**src/rtl/adder_result_accumulator.sv**
```systemverilog
// Sums N_SAMPLES {cout,sum} adder results into an ACC_W-bit total with a sticky overflow flag.
// Latency: acc_valid rises one cycle after the final accepted sample. Backpressure: in_ready is low outside ACCUM, and the total is held until out_ready.
module adder_result_accumulator #(
    parameter int IN_W      = 4,
    parameter int ACC_W     = 8,
    parameter int N_SAMPLES = 4,
    parameter int CNT_W     = 3
) (
    input  logic             clk,
    input  logic             rst_n,
    input  logic             start,
    input  logic             in_valid,
    output logic             in_ready,
    input  logic [IN_W-1:0]  sum,
    input  logic             cout,
    output logic [ACC_W-1:0] acc_out,
    output logic             acc_valid,
    input  logic             out_ready,
    output logic             overflow,
    output logic [CNT_W-1:0] sample_cnt
);

    typedef enum logic [1:0] {
        IDLE  = 2'd0,
        ACCUM = 2'd1,
        HOLD  = 2'd2
    } state_t;

    state_t           state;
    state_t           state_nxt;
    logic             accept;
    logic             last;
    logic [ACC_W:0]   acc_sum;

    // Accept is qualified by state, not by in_ready, so no input feeds in_ready.
    assign accept  = in_valid && (state == ACCUM);
    assign last    = (sample_cnt == CNT_W'(N_SAMPLES - 1));
    assign acc_sum = {1'b0, acc_out} + {{(ACC_W-IN_W){1'b0}}, cout, sum};

    always_ff @(posedge clk or negedge rst_n) begin
        if (!rst_n) begin
            state <= IDLE;
        end else begin
            state <= state_nxt;
        end
    end

    always_comb begin
        state_nxt = state;
        case (state)
            IDLE:    if (start)          state_nxt = ACCUM;
            ACCUM:   if (accept && last) state_nxt = HOLD;
            HOLD:    if (out_ready)      state_nxt = IDLE;
            default:                     state_nxt = IDLE;
        endcase
    end

    always_comb begin
        in_ready  = 1'b0;
        acc_valid = 1'b0;
        case (state)
            ACCUM:   in_ready  = 1'b1;
            HOLD:    acc_valid = 1'b1;
            default: ;
        endcase
    end

    // The previous total stays visible in IDLE until the next start clears it.
    always_ff @(posedge clk or negedge rst_n) begin
        if (!rst_n) begin
            acc_out    <= '0;
            overflow   <= 1'b0;
            sample_cnt <= '0;
        end else if ((state == IDLE) && start) begin
            acc_out    <= '0;
            overflow   <= 1'b0;
            sample_cnt <= '0;
        end else if (accept) begin
            acc_out    <= acc_sum[ACC_W-1:0];
            overflow   <= overflow | acc_sum[ACC_W];
            sample_cnt <= sample_cnt + 1'b1;
        end
    end

endmodule

```
**config.mk**
```make
export PLATFORM = sky130hd
export DESIGN_NAME = adder_result_accumulator
export DESIGN_NICKNAME = d
export VERILOG_FILES = /design/src/rtl/adder_result_accumulator.sv
export SDC_FILE = /design/constraint.sdc
export NUM_CORES = 1
export LEC_CHECK = 0
export ABC_AREA = 1
export BUFFER_PORTS_ARGS = -buffer_cell sky130_fd_sc_hd__buf_4
export CORE_MARGIN = 4
export CORE_UTILIZATION = 50
export DETAILED_ROUTE_END_ITERATION = 12
export MAX_ROUTING_LAYER = met4
export PLACE_DENSITY = 0.77
export SLEW_MARGIN = 10
export SYNTH_ARGS = -nofsm -noshare
export SYNTH_HDL_FRONTEND = slang
export SYNTH_SLANG_ARGS = --single-unit
```
**constraint.sdc**
```tcl
create_clock -name clk -period 1.9 [get_ports clk]
set_input_delay 0.38 -clock clk [delete_from_list [all_inputs] [get_ports clk]]
set_output_delay 0.38 -clock clk [all_outputs]
set_load 0.01 [all_outputs]
```
==> results.ini <==
[layout]
layout_commonest_cell = nand2_1
register_area_um2 = 350
final_cell_mix = nand2_1 (30), buf_4 (23), inv_1 (15), dfrtp_1 (14), nor2_1 (10)
fillers = 132
insertedDiodeCount = 0
multi_input_area_um2 = 450
synthToLayoutAreaGrowth_pct = 27.6
drive_above_1_share_pct = 24.1
nNetsFinal = 156

[die]
placementRows = 14
start_util_pct = 54.8
die_y_um = 49.6
ioPinCount = 24
die_x_um = 49.6
coreArea_um2 = 1580
dieArea_um2 = 2460

[cts]
ctsResizeCount = 0
insertion_delay_ps = 280
cts_max_level = 1
clockBufferDepth = 2
numCtsBuffers = 3
numClockSinks = 14
cts_tree = done
cts-root-buf = clkbuf_4
cts.clk_slew.worst_paths_ps = 90

[timing]
slew_headroom_pct = 85.0
fin_crit_ps = 1590
finalHoldViolCount = 0
setup_viol = 0
rsz0062_at_grt = no
fin_setup_tns_ps = 0
tightest_slew_ps = 224
maxSlewViolCount = 0
fin_crit_sh_pct = 83.6
clock_skew_ps = 2.69
timing.fmax_ghz = 0.630

[power_and_ir_drop]
p_int_uw = 926
power.density_nw_per_um2 = 1480
p_sw_uw = 707
finalPower_mw = 1.63
p_sw_share_pct = 43.3
p_seq_share_pct = 32.7
pwr-share-comb_pct = 53.7
irDropWorstVdd_mv = 0.838
p_clk_share_pct = 13.6
leakage_nw = 0.608

[setup_path]
start_kind = flip-flop
arrival_ps = 1810
critPathCaptureType = flip-flop
reg2reg_depth = 10
crit_type = flip-flop to flip-flop
required_ps = 2120
cp_max_fo = 3

[grt]
grt_pass1_vias = 763
grt_pass1_wl_mm = 3.31
grt_start_max_net_pins = 15
antenna_found_initial = 0
grtUsageTotal_pct = 18.0
grt_overflow = 0

[placed_design]
io_buffers = 23
hpwl_mm = 1.45
gp_congestion = 0.837

[hold_path]
hp-class = input pin to flip-flop
hold_depth = 2

[route]
dr.pass1.iters = 4
postRouteAntennaNets = 0
post_drt_wl_per_cell_um = 12.4
remaining_drc_errors = 0
wl_mm = 1.89
via_count = 783
first_iter_violations = 13
routed_via_density = 5.12

[yosys]
yosys_warnings = 0
synth.distinct_cells = 21
synth_cells = 109
ys_seq_area_share_pct = 40.5
synth_area_um2 = 865
avgSynthCellArea_um2 = 7.93
yosys_register_bits = 14
syn-num-nets = 127

[outcome]
outcome = finished, final reports clean

[run]
max_cap_viol_count = 0

layer usage:
metal	share of wire [%]	up-vias	global-route usage, %
li1	-	407	-
met1	48	354	21.7
met2	46	17	27.8
met3	4.1	5	4.22
met4	1.8	0	9.22
met5	0	-	-
cell type report:
cell class | instances | share of cell area [%]
Clock buffer | 4 | 3.29
Inverter | 17 | 5.78
Multi-Input combinational cell | 78 | 40.8
Sequential cell | 14 | 31.7
Tap cell | 16 | 1.81
Timing Repair Buffer | 24 | 16.6
cell families after synthesis:
group	Yosys count	synth area share [%]
AOI/OAI and AO/OA	18	12.7
adders and majority gates	8	12.4
buffers and inverters	17	7.38
xor gates and xnor gates	1	1.01
DFF	14	40.5
and+or+nand+nor	51	25.9
worst max-delay path: stages (launching register included):
cell,delay [ps]
dfrtp_1,390
ha_1,200
inv_1,60
fa_1,390
inv_1,90
nand2_1,50
nand3_1,80
nand2_1,70
nand2_1,60
nand2_1,40
nor2_1,90
synth_stat cells (all sizes together):
cell type | instances | area [um^2]
o22ai | 2 | 12.5
a21oi | 7 | 38.8
nand3 | 7 | 47.6
dfrtp | 14 | 350
o32ai | 1 | 8.76
nand3b | 1 | 7.51
nor2 | 10 | 37.5
or2 | 1 | 6.26
xor2 | 1 | 8.76
fa | 1 | 20.0
ha | 7 | 87.6
a22o | 2 | 17.5
nand2 | 32 | 125
o21ai | 5 | 25.0
a21boi | 1 | 7.51
inv | 17 | 63.8
sequential cells by signal, indices dropped and copies added (netlist names):
| name | flops |
|---|---|
| acc_out | 8 |
| overflow | 1 |
| sample_cnt | 3 |
| state | 2 |
metrics by stage:
stage               setup slack (ps)  utilization, %  hold slack [ps]  cell area [um^2]  instances
floorplan                        391               -             84.4               865        109
global placement                 280            67.1              239              1060        148
detailed placement               257            67.1              240              1060        148
CTS                              302            70.0              285              1100        153
global route                     187            70.0              287              1100        153
finish                           312            70.0              286              1100        153
path summary, 6_finish.rpt:
path,start,end,slack (ps)
worst max-delay path,acc_out[0],acc_out[6],310
worst min-delay path,out_ready,state[1],290
worst max register to register,acc_out[0],acc_out[6],310
worst min register to register,sample_cnt[0],sample_cnt[0],530
max in group asynchronous,rst_n,acc_out[7],1260
min in group asynchronous,rst_n,acc_out[2],470
timing repair:
item / 4_1_cts / 5_1_grt
hold endpoints to repair: 14 / 0
hold buffers: 1 / 0
buffers inserted: 0 / 0
power groups by stage:
stage / clock network (mW) / registers, mW / logic [mW]
2_1_floorplan: 0 / 0.567 / 0.517
3_3_place_gp: 0 / 0.532 / 0.853
3_5_place_dp: 0 / 0.537 / 0.880
4_1_cts: 0.227 / 0.534 / 0.883
5_1_grt: 0.246 / 0.556 / 0.994
6_report: 0.223 / 0.534 / 0.876
No activity file was read; power rests on OpenSTA's default activity.
